<file path="src/rtl/hamming_pkg.sv">
// Shared elaboration-time helpers for the Hamming stream encoder: code
// geometry (parity count, codeword width) and the data-bit -> codeword
// position map used to build parity masks and assemble the codeword.
package hamming_pkg;

  localparam int MAX_DATA_W = 57;
  localparam int MAX_POS    = 64;

  // Smallest r with 2^r >= data_w + r + 1.
  function automatic int calc_r(input int data_w);
    int r;
    r = 1;
    while ((1 << r) < (data_w + r + 1)) r++;
    return r;
  endfunction

  // Codeword width including the overall-parity bit at position 0.
  function automatic int code_w(input int data_w);
    return data_w + calc_r(data_w) + 1;
  endfunction

  function automatic bit is_pow2(input int pos);
    return (pos > 0) && ((pos & (pos - 1)) == 0);
  endfunction

  // Data bit idx sits at the idx-th non-power-of-two position (from 3 up).
  function automatic int data_pos(input int idx);
    int cnt;
    int pos;
    cnt = 0;
    pos = 0;
    for (int p = 3; p < MAX_POS; p++) begin
      if (!is_pow2(p)) begin
        if (cnt == idx) pos = p;
        cnt++;
      end
    end
    return pos;
  endfunction

  // Data bits covered by parity p_k: those whose position has bit k set.
  function automatic logic [MAX_DATA_W-1:0] par_mask(input int data_w, input int k);
    logic [MAX_DATA_W-1:0] m;
    m = '0;
    for (int i = 0; i < data_w; i++) begin
      if (((data_pos(i) >> k) & 1) != 0) m = m | (MAX_DATA_W'(1) << i);
    end
    return m;
  endfunction

endpackage

</file>
<file path="src/rtl/hamming_pipe_stage.sv">
// One valid/ready register slice. Accepts whenever empty or when the
// downstream consumer takes the held word on the same edge, so a chain
// of these streams one word per clock with no bubbles.
module hamming_pipe_stage #(
  parameter int WIDTH = 8
) (
  input  logic             clk_i,
  input  logic             rst_n_i,
  input  logic             in_valid_i,
  output logic             in_ready_o,
  input  logic [WIDTH-1:0] in_data_i,
  output logic             out_valid_o,
  input  logic             out_ready_i,
  output logic [WIDTH-1:0] out_data_o
);

  logic             r_valid;
  logic [WIDTH-1:0] r_data;

  assign in_ready_o  = !r_valid || out_ready_i;
  assign out_valid_o = r_valid;
  assign out_data_o  = r_data;

  // Load a new word when the slot frees up; hold data stable while stalled.
  always_ff @(posedge clk_i or negedge rst_n_i) begin
    if (!rst_n_i) begin
      r_valid <= 1'b0;
      // NOTE: the data register is reset too, so the output bus reads zero after reset instead of stale X.
      r_data  <= '0;
    end else if (in_ready_o) begin
      // NOTE: non-blocking assignments keep every register sampling pre-edge values, independent of block order.
      r_valid <= in_valid_i;
      if (in_valid_i) r_data <= in_data_i;
    end
  end

endmodule

</file>
<file path="src/rtl/hamming_stream_encoder.sv">
// Two-stage pipelined Hamming (SEC/SECDED) encoder with valid/ready on
// both sides, a one-shot bit-flip injector for exercising decoders, and a
// delivered-word counter. S1 holds payload + parity bits, S2 holds the
// assembled (and possibly corrupted) codeword.
module hamming_stream_encoder
  import hamming_pkg::*;
#(
  parameter int DATA_W = 8,
  parameter int OUT_W  = 16,
  parameter int SECDED = 1,
  parameter int CNT_W  = 16
) (
  input  logic                     clk_i,
  input  logic                     rst_n_i,
  input  logic                     s_valid_i,
  output logic                     s_ready_o,
  input  logic [DATA_W-1:0]        data_i,
  output logic                     m_valid_o,
  input  logic                     m_ready_i,
  output logic [OUT_W-1:0]         package_o,
  input  logic                     inj_arm_i,
  input  logic [$clog2(OUT_W)-1:0] inj_pos_i,
  input  logic                     inj_dbl_i,
  output logic                     inj_busy_o,
  output logic [CNT_W-1:0]         word_cnt_o
);

  localparam int R      = calc_r(DATA_W);
  localparam int CODE_W = code_w(DATA_W);
  localparam int POS_W  = $clog2(OUT_W);
  localparam int S1_W   = DATA_W + R;

  if (DATA_W < 4 || DATA_W > MAX_DATA_W) begin : g_bad_data_w
    $error("hamming_stream_encoder: DATA_W out of range 4..57");
  end
  if (OUT_W < CODE_W) begin : g_bad_out_w
    $error("hamming_stream_encoder: OUT_W smaller than the codeword width");
  end

  logic [R-1:0]       w_par;
  logic [S1_W-1:0]    w_s1_q;
  logic               w_s1_valid;
  logic               w_s2_in_ready;
  logic [R-1:0]       w_s1_par;
  logic [DATA_W-1:0]  w_s1_data;
  logic [OUT_W-1:0]   w_body;
  logic               w_overall;
  logic [OUT_W-1:0]   w_flip;
  logic [OUT_W-1:0]   w_s2_d;
  logic               w_move;

  logic               r_inj_busy;
  logic [POS_W-1:0]   r_inj_pos;
  logic               r_inj_dbl;
  logic [CNT_W-1:0]   r_word_cnt;

  // Parity p_k straight from the payload, using elaboration-time masks.
  for (genvar k = 0; k < R; k++) begin : g_par
    localparam logic [MAX_DATA_W-1:0] L_MASK = par_mask(DATA_W, k);
    assign w_par[k] = ^(data_i & L_MASK[DATA_W-1:0]);
  end

  hamming_pipe_stage #(.WIDTH(S1_W)) u_s1 (
    .clk_i       (clk_i),
    .rst_n_i     (rst_n_i),
    .in_valid_i  (s_valid_i),
    .in_ready_o  (s_ready_o),
    .in_data_i   ({w_par, data_i}),
    .out_valid_o (w_s1_valid),
    .out_ready_i (w_s2_in_ready),
    .out_data_o  (w_s1_q)
  );

  assign w_s1_par  = w_s1_q[S1_W-1:DATA_W];
  assign w_s1_data = w_s1_q[DATA_W-1:0];

  // Codeword body: parity at powers of two, payload in the remaining slots.
  for (genvar k = 0; k < R; k++) begin : g_put_par
    assign w_body[1 << k] = w_s1_par[k];
  end
  for (genvar i = 0; i < DATA_W; i++) begin : g_put_data
    localparam int L_POS = data_pos(i);
    assign w_body[L_POS] = w_s1_data[i];
  end
  assign w_body[0] = 1'b0;
  if (OUT_W > CODE_W) begin : g_pad
    assign w_body[OUT_W-1:CODE_W] = '0;
    assign w_flip[OUT_W-1:CODE_W] = '0;
  end

  assign w_overall = (SECDED != 0) ? ^w_body[CODE_W-1:1] : 1'b0;

  // Flip bit j when it is the armed position, or the one after it (mod CODE_W)
  // in double mode; positions >= CODE_W match nothing.
  for (genvar j = 0; j < CODE_W; j++) begin : g_flip
    localparam logic [POS_W-1:0] L_SELF = POS_W'(j);
    localparam logic [POS_W-1:0] L_PREV = POS_W'((j == 0) ? CODE_W - 1 : j - 1);
    assign w_flip[j] = r_inj_busy &
                       ((r_inj_pos == L_SELF) | (r_inj_dbl & (r_inj_pos == L_PREV)));
  end

  assign w_s2_d = {w_body[OUT_W-1:1], w_overall} ^ w_flip;
  assign w_move = w_s1_valid & w_s2_in_ready;

  hamming_pipe_stage #(.WIDTH(OUT_W)) u_s2 (
    .clk_i       (clk_i),
    .rst_n_i     (rst_n_i),
    .in_valid_i  (w_s1_valid),
    .in_ready_o  (w_s2_in_ready),
    .in_data_i   (w_s2_d),
    .out_valid_o (m_valid_o),
    .out_ready_i (m_ready_i),
    .out_data_o  (package_o)
  );

  // Injection arming: a new arm wins over consumption so it targets the next word.
  always_ff @(posedge clk_i or negedge rst_n_i) begin
    if (!rst_n_i) begin
      r_inj_busy <= 1'b0;
      r_inj_pos  <= '0;
      r_inj_dbl  <= 1'b0;
    end else if (inj_arm_i) begin
      r_inj_busy <= 1'b1;
      r_inj_pos  <= inj_pos_i;
      r_inj_dbl  <= inj_dbl_i;
    end else if (w_move) begin
      r_inj_busy <= 1'b0;
    end
  end

  // Count words handed to the sink; wraps naturally at 2^CNT_W.
  always_ff @(posedge clk_i or negedge rst_n_i) begin
    if (!rst_n_i) begin
      r_word_cnt <= '0;
    end else if (m_valid_o && m_ready_i) begin
      r_word_cnt <= r_word_cnt + 1'b1;
    end
  end

  assign inj_busy_o = r_inj_busy;
  assign word_cnt_o = r_word_cnt;

endmodule

</file>
<file path="config.mk">
export PLATFORM = sky130hd
export DESIGN_NAME = hamming_stream_encoder
export DESIGN_NICKNAME = d
export VERILOG_FILES = /design/src/rtl/hamming_pkg.sv /design/src/rtl/hamming_pipe_stage.sv /design/src/rtl/hamming_stream_encoder.sv
export SDC_FILE = /design/constraint.sdc
export NUM_CORES = 1
export LEC_CHECK = 0
export ABC_AREA = 1
export ABC_CLOCK_PERIOD_IN_PS = 1400
export CAP_MARGIN = 20
export CORE_UTILIZATION = 43
export DETAILED_ROUTE_END_ITERATION = 8
export PLACE_DENSITY = 0.72
export RECOVER_POWER = 25
export SLEW_MARGIN = 0
export SYNTH_ARGS = -nofsm -noshare
export SYNTH_HDL_FRONTEND = slang
export SYNTH_SLANG_ARGS = --single-unit
export TNS_END_PERCENT = 100
</file>
<file path="constraint.sdc">
create_clock -name clk_i -period 1.4 [get_ports clk_i]
set_input_delay 0.35 -clock clk_i [delete_from_list [all_inputs] [get_ports clk_i]]
set_output_delay 0.35 -clock clk_i [all_outputs]
set_load 0.01 [all_outputs]
</file>
==> results of run 1 <==
[state kept, by name, summed over array words and instances, names as in the netlist]
| name | count |
|---|---|
| inj_busy_o | 1 |
| r_inj_dbl | 1 |
| r_inj_pos | 4 |
| u_s1.out_data_o | 12 |
| u_s1.out_valid_o | 1 |
| u_s2.out_data_o | 13 |
| u_s2.out_valid_o | 1 |
| word_cnt_o | 16 |
[routing by layer]
| layer | global-route usage | routed length, um | vias up |
|---|---|---|---|
| met5 | 0 | 0 | - |
| li1 | - | - | 1175 |
| met1 | 0.2463 | 2705 | 1090 |
| met4 | 0.05893 | 72 | 0 |
| met3 | 0.03933 | 191 | 7 |
| met2 | 0.3575 | 3158 | 48 |
[kinds of logic after synthesis]
family                   Yosys count
multiplexers                       2
other                              1
XOR/XNOR                          48
buffers and inverters             47
AND/OR/NAND/NOR                  132
flip-flops                        49
adder cells (fa/ha/maj)            1
AO/OA/AOI/OAI                     42
[through the flow]
| step | TNS (ps) | instance area [um2] |
|---|---|---|
| after floorplan | 0 | 2730 |
| after global placement | -9765 | 3486 |
| after detailed placement | -9974 | 3486 |
| after CTS | -39.46 | 3665 |
| after global routing | -1829 | 3802 |
| final | -103.0 | 3802 |
[timing repair]
| action | 4_1_cts | 5_1_grt |
|---|---|---|
| setup endpoints to repair | 44 | 19 |
| buffers inserted | 7 | 7 |
| pin swaps | 3 | 12 |
| hold buffers | 0 | 0 |
| resized for setup | 49 | 39 |
[power by group]
group	internal (mW)	total, mW	switching [mW]
Combinational	0.972	1.97	1.00
Sequential	1.75	2.05	0.300
Clock	0.710	1.20	0.493
[worst paths after layout]
path | start | to | slack [ps] | depth (start not counted)
setup / recovery | u_s2.out_valid_o | word_cnt_o[12] | -40 | 10
hold / removal | rst_n_i | word_cnt_o[2] | 360 | 2
setup reg to reg | u_s2.out_valid_o | word_cnt_o[12] | -40 | 10
hold reg to reg | u_s2.out_data_o[0] | u_s2.out_data_o[0] | 490 | 2
max in group asynchronous | rst_n_i | u_s1.out_data_o[8] | 210 | 2
min in group clk_i | u_s2.out_data_o[0] | u_s2.out_data_o[0] | 490 | 2
[worst max-delay path, cell delays in order, from the launching register on]
cell and delay, ps:
dfrtp_2 390, buf_6 120, nand2_4 60, nor2_4 120, inv_2 60, nor2_4 110, nand3_4 100, nor2_4 120
nand3_2 80, xor2_1 140, inv_1 50
[area by class of cell]
class | count | area, um2
clock buffers | 5 | 68.82
multi-input cells | 228 | 1410
well taps | 75 | 93.84
flip-flops and latches | 49 | 1247
clock inverters | 3 | 65.06
fillers | 508 | 2188
repair buffers | 93 | 797.0
inverters | 32 | 120.1
[cells in the final DEF, fill, tap and decap left out, types with 3 or more instances in the layout]
cell type        count
clkdlybuf4s50_1     15
o21ai_1              6
xnor2_1             21
o2111ai_1            5
clkbuf_8             5
xor2_1              25
a21oi_1              6
nor2_4               6
nor2_1               9
nand3_1             12
nand2_1             86
inv_2                6
dlygate4sd2_1       29
inv_1               26
conb_1               3
dfrtp_2             17
o21ai_0             20
buf_4               39
nand3_2              6
dfrtp_1             32
buf_6                4
nor2_2               5
==> flow_metrics.py, run 1 <==
metrics = {
    "clock_network": {
        "clkLatencyLatePin_ps": 310,
        "ctsHtreeMaxLevel": 2,
        "clock-root-buffer": "clkbuf_8",
        "cts_tree": "done",
        "cts_buffers": 5,
        "clkTransAtPathRegs_ps": 100,
        "cts.sinks": 49,
        "clockBufferDepth": 2,
    },
    "die": {
        "start_util": 0.4509,
        "fp-row-count": 28,
        "dieHeight_um": 81.26,
        "dieWidth_um": 81.26,
        "coreArea_um2": 5991,
        "io_pins": 53,
        "dieArea_um2": 6603,
    },
    "synth": {
        "synth.distinct_cells": 28,
        "synthArstFlopShare": 1.000,
        "syn_area_per_cell_um2": 8.389,
        "synthMuxAreaShare": 0.008337,
        "synth.most_common_cell": "nand2_1",
        "yosys.area_share.adder": 0.004632,
        "synth_top_cells_by_area": "dfrtp_1 (45%), nand2_1 (12%), xor2_1 (8.1%)",
        "synth_edf_count": 0,
        "syn_area_um2": 2701,
        "yosys.area_share.simple": 0.2182,
        "syn_inst": 322,
        "yosys-top-cells-count": "nand2_1 (87), dfrtp_1 (49), inv_1 (30)",
        "ys_seq_elements": 49,
        "yosys.area_share.xor_xnor": 0.1556,
        "synth_compound_area_frac": 0.08615,
        "synth_top_family_by_area": "simple AND/OR/NAND/NOR gates",
        "synth_top_area_frac": 0.4539,
        "ys_warn_count": 0,
        "synth-main-ff-cell": "dfrtp_1",
        "yosysTopAreaCell": "dfrtp_1",
        "synth_sequential_area_ratio": 0.4539,
    },
    "status": {
        "status": "finished with violations",
        "violations": "negative setup slack",
    },
    "grt": {
        "grt_usage": 0.2020,
        "grt_overflow": 0,
        "grt_first_pass_wirelength_um": 10140,
        "grt_start_max_net_pins": 50,
        "antenna_found_initial": 0,
        "grt_pass1_vias": 2242,
    },
    "critical_path": {
        "worstPathRequired_ps": 1610,
        "end_kind": "flip-flop",
        "worstSetupPathType": "flip-flop to flip-flop",
        "path_max_fanout": 3,
        "startpoint_type": "flip-flop",
        "crit_arrival_ps": 1650,
    },
    "sta": {
        "tightest_slew_ps": 1213,
        "finalCritPeriodShare": 1.028,
        "period_needed_ps": 1439,
        "clock_skew_ps": 7.941,
        "rsz0062_at_grt": "yes",
        "hold_violations": 0,
        "max-slew-margin-rel": 0.1911,
        "setup_slack_ps": -38.57,
        "whs_ps": 364.6,
        "final-max-slew-violation-count": 0,
        "finalSetupViolCount": 3,
        "max_freq_mhz": 695.1,
    },
    "finish": {
        "fin_util": 0.6347,
        "final_cell_count_no_fill": 485,
        "syn_to_final_growth_pct": 40.76,
        "num_antenna_cells": 0,
        "drive_gt1_frac": 0.2683,
        "nets": 428,
    },
    "placement": {
        "dp_hpwl_um": 4405,
        "preCtsSetupSlack_ps": -547.7,
        "globalplace.congestion": 0.8330,
        "io_buffer_count": 49,
        "place_inst": 463,
    },
    "drt": {
        "drc": 0,
        "dr_total_vias": 2320,
        "viasPerCell": 4.784,
        "drt-wirelength-per-cell_um": 12.64,
        "drt-initial-drc-count": 125,
        "routed_wl_um": 6128,
        "drtAntennaViolNets": 0,
        "dr.pass1.iters": 4,
    },
    "power_and_ir_drop": {
        "pwr_density_cell_nw_per_um2": 1374,
        "vdd_drop_max_v": 0.0007846,
        "p_leak_nw": 1.905,
        "fin_total_pwr_mw": 5.224,
    },
    "worst_hold_path": {
        "hold_class": "input pin to asynchronous set/reset pin",
    },
    "flow_run": {
        "maxCapViolations": 0,
    },
}
No activity file was read; power rests on OpenSTA's default activity.
==> inputs of run 2 (changes only) <==
CORE_ASPECT_RATIO = 0.5   (was unset)
==> flow_metrics.py, run 2 (synthesis results as in run 1) <==
metrics = {
    "flow_run": {
        "maxCapViolations": 0,
    },
    "critical_path": {
        "startpoint_type": "flip-flop",
        "worstSetupPathType": "flip-flop to flip-flop",
        "end_kind": "flip-flop",
        "ff2ff_path_depth": 10,
        "worstPathRequired_ps": 1570,
        "rrSetupSlack_ps": -120,
        "r2r-start": "u_s2.out_valid_o",
        "path_max_fanout": 3,
        "crit_arrival_ps": 1690,
        "r2r_end": "word_cnt_o[7]",
        "startpoint": "u_s2.out_valid_o",
        "cp-endpoint": "word_cnt_o[7]",
    },
    "clock_network": {
        "cts_tree": "done",
        "clkTransAtPathRegs_ps": 70,
        "clock-root-buffer": "clkbuf_16",
        "clockBufferDepth": 2,
        "cts_buffers": 5,
        "ctsHtreeMaxLevel": 2,
        "cts.sinks": 49,
        "clkLatencyLatePin_ps": 280,
        "postCtsHoldBufs": 0,
    },
    "die": {
        "coreArea_um2": 5753,
        "fp-row-count": 19,
        "dieWidth_um": 114.1,
        "dieArea_um2": 6622,
        "start_util": 0.4696,
        "dieHeight_um": 58.05,
        "io_pins": 53,
    },
    "finish": {
        "fin_area_um2": 3811,
        "most-common-layout-cells": "nand2_1 (83), dfrtp_1 (38), buf_4 (32)",
        "drive_gt1_frac": 0.2469,
        "final_cell_count_no_fill": 489,
        "largest_register_ffs": 16,
        "syn_to_final_growth_pct": 41.08,
        "n_fill_cell": 461,
        "num_antenna_cells": 0,
        "final_common_cell": "nand2_1",
        "nets": 423,
    },
    "placement": {
        "dp_hpwl_um": 4281,
        "preCtsSetupSlack_ps": -618.9,
        "postPlaceCellArea_um2": 3485,
        "io_buffer_count": 49,
        "globalplace.congestion": 0.8667,
        "place_inst": 472,
    },
    "drt": {
        "dr.pass1.iters": 5,
        "routed_wl_um": 5878,
        "drtAntennaViolNets": 0,
        "drc": 0,
        "viasPerCell": 4.755,
        "drt-initial-drc-count": 229,
        "drt-wirelength-per-cell_um": 12.02,
        "dr_total_vias": 2325,
    },
    "grt": {
        "grt_usage": 0.1856,
        "grtUsageMet1": 0.2417,
        "grt_util_met3": 0.03452,
        "use_met2": 0.3307,
        "grt_pass1_vias": 2177,
        "grt_first_pass_wirelength_um": 9680,
        "grt_overflow": 0,
        "antenna_found_initial": 0,
        "grt_start_max_net_pins": 50,
        "busiest_layer": "met2",
    },
    "sta": {
        "hold_violations": 0,
        "setup_slack_ps": -117.7,
        "period_needed_ps": 1518,
        "tightest_slew_ps": 1163,
        "max_freq_mhz": 658.9,
        "clock_skew_ps": 3.072,
        "final-max-slew-violation-count": 0,
        "whs_ps": 376.8,
        "finalCritPeriodShare": 1.084,
        "rsz0062_at_grt": "yes",
        "finalSetupViolCount": 7,
        "max-slew-margin-rel": 0.2243,
    },
    "status": {
        "status": "finished with violations",
        "violations": "negative setup slack",
    },
    "power_and_ir_drop": {
        "fin_total_pwr_mw": 5.292,
        "pwr_density_cell_nw_per_um2": 1389,
        "p_leak_nw": 1.900,
        "vdd_drop_max_v": 0.0006304,
    },
    "worst_hold_path": {
        "hold_class": "input pin to asynchronous set/reset pin",
    },
}
-- run 2: what timing repair did --
item	in CTS	in global routing
pin swaps	3	13
setup buffers	4	5
setup endpoints to repair	54	29
resized for setup	43	40
-- run 2: power breakdown --
part	switching (mW)	total, mW	internal [mW]
sequential	0.316	2.06	1.74
clock	0.525	1.37	0.846
combinational	0.952	1.86	0.913
total	1.79	5.29	3.50
-- run 2: through the flow --
step | TNS [ps] | util
2_1_floorplan | 0 | -
3_3_place_gp | -13070 | 0.6057
3_5_place_dp | -14190 | 0.6057
4_1_cts | -65.30 | 0.6372
5_1_grt | -2334 | 0.6625
6_report | -366.5 | 0.6625
-- run 2: routing by layer --
layer / wire length, um / part of all wire / vias up
li1: - / - / 1174
met1: 2759 / 0.47 / 1083
met2: 2848 / 0.48 / 60
met3: 222 / 0.038 / 8
met4: 48 / 0.0082 / 0
met5: 0 / 0 / -
-- run 2: worst max-delay path: stages, from the launching register on --
cell     delay, ps
dfrtp_2        370
buf_6          110
nand2_4         50
nor2_4         130
buf_6          110
nand4_4         80
buf_4          150
buf_6          110
nor2_4          90
xnor2_2        130
inv_1           80
-- run 2: final cells by class --
class                           count  area (um2)  area share
Inverter                           32       120.1     0.03152
Tap cell                           84       105.1     0.02758
Multi-Input combinational cell    228        1423      0.3733
Sequential cell                    49        1240      0.3253
Clock inverter                      3       46.29     0.01215
Clock buffer                        5       125.1     0.03283
Timing Repair Buffer               88       752.0      0.1973
-- run 2: worst min path at each step --
stage	cells past startpoint	endpoint	slack [ps]
detailed placement	2	u_s1.out_data_o[0]	350
global placement	2	u_s1.out_data_o[1]	350
global route	3	u_s1.out_data_o[3]	470
finish	2	u_s1.out_data_o[9]	380
CTS	2	u_s2.out_data_o[2]	50
floorplan	0	inj_busy_o	50
